File: config.mk
export PLATFORM = sky130hd
export DESIGN_NAME = sd_sector_writer
export DESIGN_NICKNAME = d
export VERILOG_FILES = /design/src/rtl/sd_pkg.sv /design/src/rtl/sd_byte_stage.sv /design/src/rtl/sd_sector_writer.sv
export SDC_FILE = /design/constraint.sdc
export NUM_CORES = 1
export LEC_CHECK = 0
export BUFFER_PORTS_ARGS = -buffer_cell sky130_fd_sc_hd__buf_2
export CAP_MARGIN = 20
export CORE_UTILIZATION = 53
export DETAILED_ROUTE_END_ITERATION = 10
export PLACE_DENSITY = 0.75
export SYNTH_ARGS = -nofsm -noshare
export SYNTH_HDL_FRONTEND = slang
export SYNTH_SLANG_ARGS = --single-unit
File: constraint.sdc
create_clock -name clk_25mhz -period 3 [get_ports clk_25mhz]
set_clock_uncertainty 0.2 [all_clocks]
set_input_delay 0.6 -clock clk_25mhz [delete_from_list [all_inputs] [get_ports clk_25mhz]]
set_output_delay 0.6 -clock clk_25mhz [all_outputs]
set_load 0.01 [all_outputs]
File: src/rtl/sd_pkg.sv
// Shared types and constants for the SD sector writer: default sector size,
// counter widths, FSM state encoding and the byte sent when the source runs dry.
package sd_pkg;

  localparam int unsigned SECTOR_BYTES_DEF = 512;
  localparam int unsigned BYTE_CNT_W       = 10;
  localparam int unsigned SECTOR_IDX_W     = 16;
  localparam logic [7:0]  UNDERRUN_PAD     = 8'h00;

  typedef enum logic [2:0] {
    S_IDLE,
    S_WAIT_RDY,
    S_ISSUE,
    S_STREAM,
    S_DRAIN,
    S_NEXT,
    S_FAIL
  } state_t;

endpackage

File: src/rtl/sd_byte_stage.sv
// One-byte holding register between the source stream and the SD controller.
// Refills in the same cycle the controller consumes, so streaming has no bubbles.
module sd_byte_stage
  import sd_pkg::*;
(
  input  logic       clk,
  input  logic       reset,
  input  logic       fill_en,
  input  logic       consume,
  input  logic [7:0] in_data,
  input  logic       in_valid,
  output logic       in_ready,
  output logic [7:0] hold_data,
  output logic       hold_full
);

  assign in_ready = fill_en && (!hold_full || consume);

  // An emptied register reads as the pad byte so an underrun sends 0x00.
  always_ff @(posedge clk) begin
    if (reset) begin
      hold_full <= 1'b0;
      hold_data <= UNDERRUN_PAD;
    end else if (in_valid && in_ready) begin
      hold_full <= 1'b1;
      hold_data <= in_data;
    end else if (consume) begin
      hold_full <= 1'b0;
      hold_data <= UNDERRUN_PAD;
    end
  end

endmodule

File: src/rtl/sd_sector_writer.sv
// Streams a byte source into consecutive SD sectors through a write controller.
// Optional sd_ready watchdog: define SD_SECTOR_WRITER_TIMEOUT_EN.
module sd_sector_writer
  import sd_pkg::*;
#(
  parameter int unsigned SECTOR_BYTES   = SECTOR_BYTES_DEF,
  parameter int unsigned TIMEOUT_CYCLES = 16777216
) (
  input  logic        clk_25mhz,
  input  logic        reset,
  input  logic        start,
  input  logic [31:0] base_addr,
  input  logic [15:0] num_sectors,
  input  logic [7:0]  in_data,
  input  logic        in_valid,
  output logic        in_ready,
  output logic        sd_wr,
  output logic [7:0]  sd_din,
  output logic [31:0] sd_addr,
  input  logic        sd_ready,
  input  logic        sd_ready_for_next_byte,
  output logic        busy,
  output logic        done,
  output logic        underrun,
  output logic        error
);

  localparam logic [BYTE_CNT_W-1:0] BYTE_LAST     = BYTE_CNT_W'(SECTOR_BYTES - 1);
  localparam logic [31:0]           SECTOR_STRIDE = 32'(SECTOR_BYTES);

  if (SECTOR_BYTES < 2 || SECTOR_BYTES >= (1 << BYTE_CNT_W) || TIMEOUT_CYCLES < 2) begin : g_param_chk
    $error("sd_sector_writer: unsupported SECTOR_BYTES or TIMEOUT_CYCLES");
  end

  state_t                  state;
  logic [SECTOR_IDX_W-1:0] sector_idx;
  logic [SECTOR_IDX_W-1:0] num_lat;
  logic [BYTE_CNT_W-1:0]   byte_cnt;
  logic                    hold_full;
  logic                    consume;
  logic                    last_byte;
  logic                    last_sector;
  logic                    fill_en;

  assign consume     = (state == S_STREAM) && sd_ready_for_next_byte;
  assign last_byte   = (byte_cnt == BYTE_LAST);
  assign last_sector = (sector_idx == num_lat - SECTOR_IDX_W'(1));

  // Prefetch before streaming; never pull a byte past the end of the transfer.
  assign fill_en = !reset && ((state == S_WAIT_RDY) || (state == S_ISSUE) ||
                   ((state == S_STREAM) && !(consume && last_byte && last_sector)));

  sd_byte_stage u_stage (
    .clk       (clk_25mhz),
    .reset     (reset),
    .fill_en   (fill_en),
    .consume   (consume),
    .in_data   (in_data),
    .in_valid  (in_valid),
    .in_ready  (in_ready),
    .hold_data (sd_din),
    .hold_full (hold_full)
  );

`ifdef SD_SECTOR_WRITER_TIMEOUT_EN
  localparam int unsigned      TMO_W    = $clog2(TIMEOUT_CYCLES) + 1;
  localparam logic [TMO_W-1:0] TMO_LAST = TMO_W'(TIMEOUT_CYCLES - 1);

  logic [TMO_W-1:0] tmo_cnt;
  logic             tmo_run;
  logic             tmo_leave;
  logic             tmo_hit;
  logic             error_q;

  assign tmo_run   = state inside {S_WAIT_RDY, S_ISSUE, S_DRAIN};
  assign tmo_leave = ((state == S_WAIT_RDY) || (state == S_DRAIN)) ? sd_ready
                                                                   : ((state == S_ISSUE) && !sd_ready);
  assign tmo_hit   = tmo_run && !tmo_leave && (tmo_cnt == TMO_LAST);

  // Watchdog restarts on every state change.
  always_ff @(posedge clk_25mhz) begin
    if (reset || !tmo_run || tmo_leave) tmo_cnt <= '0;
    else                                tmo_cnt <= tmo_cnt + TMO_W'(1);
  end

  assign error = error_q;
`else
  assign error = 1'b0;
`endif

  always_ff @(posedge clk_25mhz) begin
    if (reset) begin
      state      <= S_IDLE;
      sector_idx <= '0;
      num_lat    <= '0;
      byte_cnt   <= '0;
      sd_wr      <= 1'b0;
      sd_addr    <= '0;
      busy       <= 1'b0;
      done       <= 1'b0;
      underrun   <= 1'b0;
`ifdef SD_SECTOR_WRITER_TIMEOUT_EN
      error_q    <= 1'b0;
`endif
    end else begin
      done <= 1'b0;
      if (consume && !hold_full) underrun <= 1'b1;

      case (state)
        S_IDLE: begin
          if (start) begin
            underrun <= 1'b0;
            if (num_sectors != '0) begin
              num_lat    <= num_sectors;
              sector_idx <= '0;
              sd_addr    <= base_addr;
              busy       <= 1'b1;
              state      <= S_WAIT_RDY;
            end else begin
              done <= 1'b1;
            end
          end
        end
        S_WAIT_RDY: begin
          if (sd_ready) begin
            sd_wr <= 1'b1;
            state <= S_ISSUE;
          end
        end
        S_ISSUE: begin
          if (!sd_ready) begin
            sd_wr    <= 1'b0;
            byte_cnt <= '0;
            state    <= S_STREAM;
          end
        end
        S_STREAM: begin
          if (consume) begin
            byte_cnt <= byte_cnt + BYTE_CNT_W'(1);
            if (last_byte) state <= S_DRAIN;
          end
        end
        S_DRAIN: begin
          if (sd_ready) state <= S_NEXT;
        end
        S_NEXT: begin
          sector_idx <= sector_idx + SECTOR_IDX_W'(1);
          if (last_sector) begin
            done  <= 1'b1;
            busy  <= 1'b0;
            state <= S_IDLE;
          end else begin
            sd_addr <= sd_addr + SECTOR_STRIDE;
            state   <= S_WAIT_RDY;
          end
        end
        default: begin
          sd_wr <= 1'b0;
          busy  <= 1'b0;
        end
      endcase

`ifdef SD_SECTOR_WRITER_TIMEOUT_EN
      if (tmo_hit) begin
        state   <= S_FAIL;
        sd_wr   <= 1'b0;
        busy    <= 1'b0;
        error_q <= 1'b1;
      end
`endif
    end
  end

endmodule

==> Word-level counts from Yosys, hierarchy flattened <==
Cells that the tools add are included.
Widths: inputs -> output; s select.
{ "op_classes": {"eq_ne": 16, "add_sub_neg": 4, "n_mux": 37, "bitwise": 2, "reduce_logical": 29} }
{ "ops": {"columns": ["operator", "n"], "rows": [
  ["$mux 32", 3],
  ["$pmux 32 s2", 1],
  ["$add 32x10->32 const B", 1],
  ["$mux 16", 2],
  ["$pmux 16 s2", 1],
  ["$mux 3", 7],
  ["$mux 10", 2],
  ["$pmux 10 s2", 1],
  ["$ne 2x2->1 const B", 9],
  ["$pmux 3 s6", 1],
  ["$add 16x1->16 const B", 1],
  ["$eq 16x16->1", 1],
  ["$mux 8", 2],
  ["$reduce_bool 16->1", 1],
  ["$sub 16x1->16 const B", 1],
  ["$mux 1", 14],
  ["$reduce_and 3->1", 4],
  ["$add 10x1->10 const B", 1],
  ["$eq 10x9->1 const B", 1],
  ["$logic_and 1x1->1", 8],
  ["$reduce_and 4->1", 2],
  ["$reduce_and 8->1", 1],
  ["$reduce_or 4->1", 2],
  ["$eq 3x2->1 const B", 2],
  ["other kinds (10)", 19]
]} }
{ "word_totals": {"reg_bits": 90, "output_inout_bits": 46, "inputBits": 62} }

==> Logic depth before layout (Yosys ltp) <==
Gate-level depths: netlist of the first run.
{ "depth": {"depth_word": 11, "depth_mapped": 11, "ltp_nobuf": 9} }

==> Hierarchy <==
Synthesis of the first run repeated with hierarchy kept, for this count alone.
{ "unflattened": {"cells_unflattened": 622, "hier_area_um2": 4986.0} }
{ "modules_own_cells": {"columns": ["mod", "seq_area_each_um2", "instances", "cells_each", "area_each_um2"], "rows": [
  ["sd_sector_writer", 1621.6, 1, 579, 4526.8],
  ["sd_byte_stage", 180.2, 1, 43, 459.2]
]} }

==> Worst setup path after synthesis of the first run <==
Ideal clock, no wire load.
{ "synth_timing": {"kind": "register to output", "from": "reg num_lat[8]", "to": "out in_ready", "slack_ps": 107, "path_buffers": 1, "t_arrival_ps": 2093, "path_stages_with_launch": 8, "required_ps": 2200, "cell_sequence": "dfxtp_1 or4_1 buf_2 or4_4 a31oi_4 nor4_1 and3_4 a31oi_1"} }
{ "synth_via": {"elab_chain_cells": 8} }
{ "synth_rtl": {"columns": ["item", "line", "text"], "rows": [
  ["start: declaration", "sd_sector_writer.sv:37", "logic [SECTOR_IDX_W-1:0] num_lat;"],
  ["start signal: assignment", "sd_sector_writer.sv:114", "num_lat <= num_sectors;"],
  ["$sub 16x1->16", "sd_sector_writer.sv:47", "assign last_sector = (sector_idx == num_lat - SECTOR_IDX_W'(1));"],
  ["$eq 16x16->1", "sd_sector_writer.sv:47", null],
  ["$logic_and 1x1->1", "sd_sector_writer.sv:51", "((state == S_STREAM) && !(consume && last_byte && last_sector)));"],
  ["$logic_not 1->1", "sd_sector_writer.sv:51", null],
  ["$logic_and 1x1->1", "sd_sector_writer.sv:51", null],
  ["$logic_or 1x1->1", "sd_sector_writer.sv:50", "assign fill_en = !reset && ((state == S_WAIT_RDY) || (state == S_ISSUE) ||"],
  ["$logic_and 1x1->1", "sd_sector_writer.sv:50", null],
  ["$logic_and 1x1->1", "sd_byte_stage.sv:17", "assign in_ready = fill_en && (!hold_full || consume);"],
  ["end: declaration", "sd_sector_writer.sv:16", "output logic in_ready,"]
]} }
Every way passes these cells.

==> Worst setup path after layout of the first run <==
{ "layout_timing": {"from": "reg num_lat[9]", "to": "out in_ready"} }
The elaborated chain is that of the path after synthesis.

==> impl_results.md, run 1 <==
- Status: finished with violations
- Failing checks: setup timing
- First-pass GRT wire length: between 20000 and 25000 um
- Post-DR wirelength/cell: between 15 and 20 um
- Final antenna-violating net count: 0
- Via-to-Cell Ratio: between 5 and 6
- M1 WL: approximately 6000 um
- CTS Buf Count: 9
- Post-synthesis mux area share: 2.10%
- CTS tree: built
- Fin crit share: 109%
- Routed WL: roughly 13000 um
- DRT Pass-1 Iters: 4
- Synth Area in XOR/XNOR: 8.00%
- Leakage: around 2.6 nW
- Initial DRC count: 223
- Syn Inst Count: around 610
- Initial Util: a little over half
- Core Region: ~9000 um2
- #FFs+latches synth: 90
- Largest family of logic cells by synthesized area: simple AND/OR/NAND/NOR gates
- IO Pins: about 110
- Fmax: 0.305 GHz
- WP data arrival: 2.48 ns
- DR WL met3: slightly above 800 um
- Number of global-route vias before repair: between 4000 and 5000
- Hold Path End: sd_addr[2]$_SDFFE_PP0P_
- Top routing layer in use: met4
- Port Buffer Count: about 110
- Slowest-stage cell, CP: or4_4
- Distinct cells, synth: 61
- Buffers & Inverters on Critical Path: 1
- Largest stage delay, worst path: approximately 0.59 ns
- PwrDens: about 450 nW/um2
- R2R depth: 7
- Placer Congestion: a little under 0.9
- Worst Hold Class: flip-flop to flip-flop
- Hold Fails Final Rpt: 0
- Reg-to-Reg End: sd_addr[12]$_SDFFE_PP0P_
- CTS max path bufs: 2
- Die W: approximately 97 um
- Initial antenna violation count: 0
- Post-Syn Nets: just under 700
- Detailed placer's ending HPWL: ~9400 um
- CTS root buffer: clkbuf_8
- Slew Limit Fails: 0
- Diode count: 0
- Reg2Reg Setup Slack: 0.16 ns
- Worst skew pair latency: between 0.3 and 0.4 ns
- Hold Startpoint: sd_addr[2]$_SDFFE_PP0P_
- Yosys warns: 0
- RSZ-0062 raised after global routing: yes
- Top cell type's share of synthesized area: roughly 37%
- Routed met2 length: 6110 um
- Maximum vdd drop: around 0.00027 V
- Setup crit end kind: output port
- Post-CTS Hold Buffers: 0
- FFs w/ async S/R, synth: 0%
- Largest area contributor in the synthesized netlist: dfxtp_1
- FP Rows: 34
- RR Startpoint: num_lat[4]$_SDFFE_PP0P_
- Setup ws final: -0.283 ns
- Max_cap viols: 0
- Synth top cells by count: 103 x nand2_1, 90 x dfxtp_1, 56 x nor2_1, 47 x a21oi_1, 29 x xor2_1
- GRT Overall Usage: between 20% and 30%
- Fraction of the mapped netlist area in adder cells: under 10%
- Vias post-DR: between 4000 and 5000
- Crit-path cells: or4_4, o41ai_4, o311ai_1, nor3_1, and3_4, a31oi_4, buf_6
- CTS Sinks: 90
- Clock H-tree levels: 3
- Die Span Y: roughly 97 um
- Fraction of layout cells with a size suffix above 1: 24.6%
- Largest net degree at the start of global routing: 38
- Synth top area cells: dfxtp_1 37%, nand2_1 8.0%, xor2_1 5.3%
- Gr ovfl total: 0
- Post-synthesis sequential area ratio: 37.4%
- Final min period: 3.28 ns
- Endpoints failing setup: 1
- Worst-path clk slew: 0.09 ns
- WHS: 0.256 ns
- Dpl cells: 824
- Post-Syn Area: ~4800 um2
- Worst hold stages: 2
- Critical path class: flip-flop to output port
- Die area: approximately 9500 um2
- Post-Route Utilization: between 60 and 70%
- Slew at the pin closest to its max-slew limit: 0.834 ns
- Most common cell in the netlist: nand2_1
- Post-synthesis compound-gate area fraction: roughly 20%
- Area growth syn-to-layout: 23.0%
- Max_slew headroom: approximately 44%
- Post-route DRC violation count: 0
- Startpoint Class: flip-flop
- Crit-path leading delay family: simple AND/OR/NAND/NOR gates
- CP Data Required Time: 2.20 ns
- Avg Cell Area, Syn: a little under 8 um2
- Post-Synth Simple-Gate Area: roughly 28%
- Most used DFF post-synth: dfxtp_1
- Nets: 796
- Number of enable flip-flop cells after synthesis: 0
- Final Non-Filler Cells: ~840
- Critical-path maximum fanout: 4
[worst reg2reg max path, cell delays in order (launching register included)]
cell	delay (ns)
dfxtp_1	0.33
or4_4	0.56
buf_4	0.17
o311ai_1	0.43
a211oi_2	0.16
nand4_2	0.18
nand2_2	0.27
a311o_1	0.45
[power by group]
| part | internal, W | switching (W) |
|---|---|---|
| Sequential | 0.00125 | 0.0000686 |
| Combinational | 0.000255 | 0.000313 |
| Clock | 0.000332 | 0.000454 |
[worst max path at each step]
stage | depth (start not counted) | from | to
3_5_place_dp | 9 | num_lat[1]$_SDFFE_PP0P_ | u_stage.hold_data[3]$_SDFFE_PP0P_
5_1_grt | 7 | num_lat[9]$_SDFFE_PP0P_ | in_ready
6_report | 7 | num_lat[9]$_SDFFE_PP0P_ | in_ready
4_1_cts | 7 | num_lat[4]$_SDFFE_PP0P_ | in_ready
2_1_floorplan | 7 | num_lat[8]$_SDFFE_PP0P_ | in_ready
3_3_place_gp | 9 | num_lat[0]$_SDFFE_PP0P_ | in_ready
[repair_timing]
item,CTS,global route
setup endpoints to repair,10,11
cloned,0,0
buffers inserted,1,2
gates resized for setup,6,15
pin swaps,2,6
[through the flow]
step	power (W)	area [um2]	TNS, ns	worst slack, ns
floorplan	0.00166	4810	0	0.107
global placement	0.00185	5600	-0.0210	-0.0210
detailed placement	0.00186	5600	-0.943	-0.116
CTS	0.00266	5820	-0.287	-0.287
global route	0.00281	5920	-0.381	-0.377
finish	0.00268	5920	-0.283	-0.283
[final cells by class]
cell class,count,area [um2]
Inverter,11,41.3
Fill cell,800,2840
Clock inverter,6,47.5
Clock buffer,10,138
Tap cell,108,135
Multi-Input combinational cell,477,2930
Sequential cell,90,1800
Timing Repair Buffer,141,825
[sequential cells by signal, indices dropped and copies added (netlist names), 3 cells and up]
register and count:
byte_cnt 10, num_lat 16, sd_addr 32, sector_idx 16
state 3, u_stage.hold_data 8
[cells by family (layout without fill, tap and decap cells)]
logic type,after synthesis,count (layout)
xor gates and xnor gates,44,44
AOI/OAI and AO/OA,143,143
muxes,10,10
and+or+nand+nor,275,275
buffers and inverters,45,168
adders and majority gates,4,4
DFF,90,90
other,1,1
[cell usage in the layout (no fill, tap or decap), drive strengths merged, types with 13 or more instances in the layout]
cell / synthesis / routed
nor4: 17 / 17
and3: 17 / 17
nand2: 104 / 104
inv: 11 / 13
nand3: 19 / 19
xor2: 29 / 29
buf: 6 / 141
a21oi: 47 / 47
nor3: 19 / 19
nor2: 56 / 56
xnor2: 15 / 15
dfxtp: 90 / 90
o21ai: 18 / 18
a211oi: 13 / 13
[layer usage]
layer	vias to the layer above	GRT usage, %
met4	0	7.13
met3	21	5.61
li1	2438	-
met2	169	46.8
met5	-	0
met1	2353	36.8
No activity file was read; power rests on OpenSTA's default activity.
==> run 2: changes to the inputs <==
Settings changed: ABC_AREA from default to 1, CORE_MARGIN from default to 8.
==> impl_results.md, run 2 <==
- Detailed placer's ending HPWL: between 10000 and 15000 um
- #FFs+latches synth: 90
- Fin crit share: a little over nine tenths
- CP Data Required Time: roughly 2.2 ns
- Number of enable flip-flop cells after synthesis: 0
- Routed WL: between 10000 and 15000 um
- Synth top area cells: dfxtp_1 35%, nand2_1 15%, inv_1 7.3%
- WP data arrival: between 2 and 2.5 ns
- Most common cell in the netlist: nand2_1
- Die area: between 10000 and 15000 um2
- First-pass GRT wire length: 22700 um
- Initial antenna violation count: 0
- DRT Pass-1 Iters: 5
- Post-Route Utilization: approximately 63%
- Area growth syn-to-layout: 17.4%
- Vias post-DR: between 5000 and 6000
- Syn Inst Count: around 770
- CTS root buffer: clkbuf_8
- CTS max path bufs: 2
- CTS Sinks: 90
- Max_slew headroom: between 30% and 40%
- Gr ovfl total: 0
- Largest net degree at the start of global routing: 26
- Placer Congestion: roughly 0.90
- Worst skew pair latency: roughly 0.36 ns
- Regs by FF count: sd_addr x32, num_lat x16, sector_idx x16
- Post-synthesis mux area share: 1.96%
- Post-synthesis compound-gate area fraction: between 10% and 20%
- Hold Fails Final Rpt: 0
- CTS tree: built
- Avg Cell Area, Syn: about 6.6 um2
- Setup crit end kind: output port
- Worst-path clk slew: around 0.08 ns
- Post-Syn Area: between 5000 and 6000 um2
- Initial Util: between 50% and 60%
- Max_cap viols: 0
- FP Rows: 36
- IO Pins: 108
- Most used DFF post-synth: dfxtp_1
- Commonest cells after routing, fill and taps aside: 197 x nand2_1, 106 x buf_2, 99 x inv_1
- Largest area contributor in the synthesized netlist: dfxtp_1
- Most common cell after layout, fill and taps aside: nand2_1
- Dpl cells: between 900 and 1000
- Yosys warns: 0
- Setup ws final: between 0.15 and 0.2 ns
- Fraction of layout cells with a size suffix above 1: 20.3%
- Initial DRC count: slightly below 300
- Sum of negative setup slack: 0 ns
- Distinct cells, synth: 40
- Fraction of the mapped netlist area in adder cells: less than 1%
- FFs w/ async S/R, synth: 0%
- Synth Area in XOR/XNOR: just under 6%
- Via-to-Cell Ratio: 5.16
- Worst slack, placed: around 0.17 ns
- Synth top cells by count: 199 x nand2_1, 100 x inv_1, 90 x dfxtp_1, 84 x nor2_1, 52 x nand3_1
- Largest family of logic cells by synthesized area: simple AND/OR/NAND/NOR gates
- Die Span Y: between 100 and 150 um
- Post-DR wirelength/cell: about 14 um
- Core Region: 9590 um2
- Post-Synth Simple-Gate Area: between 30% and 40%
- Final min period: 2.83 ns
- Worst Hold Class: flip-flop to flip-flop
- Critical-path maximum fanout: 3
- Fmax: ~0.35 GHz
- Status: finished clean
- Clock H-tree levels: 3
- Slew at the pin closest to its max-slew limit: 0.979 ns
- Port Buffer Count: ~110
- Startpoint Class: flip-flop
- Post-synthesis sequential area ratio: 35.2%
- Reg with most FFs: sd_addr
- Number of global-route vias before repair: around 5100
- Top cell type's share of synthesized area: 35.2%
- PwrDens: ~780 nW/um2
- Post-route DRC violation count: 0
- Final Non-Filler Cells: 1014
- Nets: 943
- Total power: between 0.004 and 0.005 W
- Endpoints failing setup: 0
- Leakage: approximately 2.9 nW
- Final antenna-violating net count: 0
- Number of flip-flops in the largest register: 32
- Diode count: 0
- GRT Overall Usage: about a fifth
- Maximum vdd drop: approximately 0.00043 V
- Die W: 114 um
- Post-Syn Nets: 838
- CTS Buf Count: 9
- Slew Limit Fails: 0
- Critical path class: flip-flop to output port
[run 2: cell types whose count changed after synthesis, sizes merged, moves of 8 or more]
cell / delta
nand2: +100
inv: +91
nor2: +41
nand3: +35
and3: -17
clkbuf: -16
nor4: -15
o21ai: +15
o22ai: +12
a211oi: -11
o211ai: -8
o31ai: -8
[run 2: metrics by stage]
step | hold WS [ns] | instance area (um2)
3_5_place_dp | 0.233 | 5710
2_1_floorplan | 0.223 | 5120
3_3_place_gp | 0.225 | 5710
5_1_grt | 0.268 | 6010
6_report | 0.246 | 6010
4_1_cts | 0.248 | 5910
[run 2: timing repair]
action                     4_1_cts  5_1_grt
hold endpoints to repair         0        0
pin swaps                        2        8
setup buffers                    1        4
setup endpoints to repair        1       21
gates resized for setup          7       21
hold buffers                     0        0
[run 2: where the power goes]
group / internal (W) / switching, W / total, W
Combinational: 0.000767 / 0.00140 / 0.00217
Sequential: 0.00145 / 0.000285 / 0.00174
Clock: 0.000342 / 0.000420 / 0.000762
[run 2: final timing paths]
| kind | start | endpoint | slack (ns) | depth (start not counted) |
|---|---|---|---|---|
| worst max-delay path | num_lat[1]$_SDFFE_PP0P_ | in_ready | 0.17 | 11 |
| worst min-delay path | sd_addr[1]$_SDFFE_PP0P_ | sd_addr[1]$_SDFFE_PP0P_ | 0.25 | 2 |
| worst max register to register | num_lat[1]$_SDFFE_PP0P_ | sd_addr[29]$_SDFFE_PP0P_ | 0.24 | 15 |
| worst min register to register | sd_addr[1]$_SDFFE_PP0P_ | sd_addr[1]$_SDFFE_PP0P_ | 0.25 | 2 |
[run 2: critical path: stages (launching register included)]
cell,delay (ns)
dfxtp_2,0.37
inv_4,0.05
ha_4,0.26
xor2_1,0.14
nand3_1,0.11
nor2_2,0.15
nand2_1,0.08
nor2_2,0.11
nand3_2,0.10
nand2_2,0.11
a21boi_2,0.06
buf_2,0.14
[run 2: cells by family after synthesis]
| logic type | count (synthesis) |
|---|---|
| adder cells (fa/ha/maj) | 4 |
| AND/OR/NAND/NOR | 398 |
| other | 1 |
| buffers and inverters | 126 |
| XOR/XNOR | 34 |
| AO/OA/AOI/OAI | 109 |
| flip-flops | 90 |
| multiplexers | 10 |
[run 2: routing by layer]
layer  vias to the layer above  routed length, um  GRT usage [%]
li1                       2680                  -              -
met3                        34                636           3.48
met5                         -                  0              0
met4                         0                387           10.4
met1                      2376               6030           25.1
met2                       145               6670           36.4
[run 2: final cells by class]
class / count / area [um2]
clock buffer: 13 / 159
clock inverter: 2 / 12.5
fill: 886 / 3590
sequential: 90 / 1810
inverter: 102 / 388
multi-input combinational: 556 / 2850
tap: 133 / 166
timing repair buffer: 118 / 621
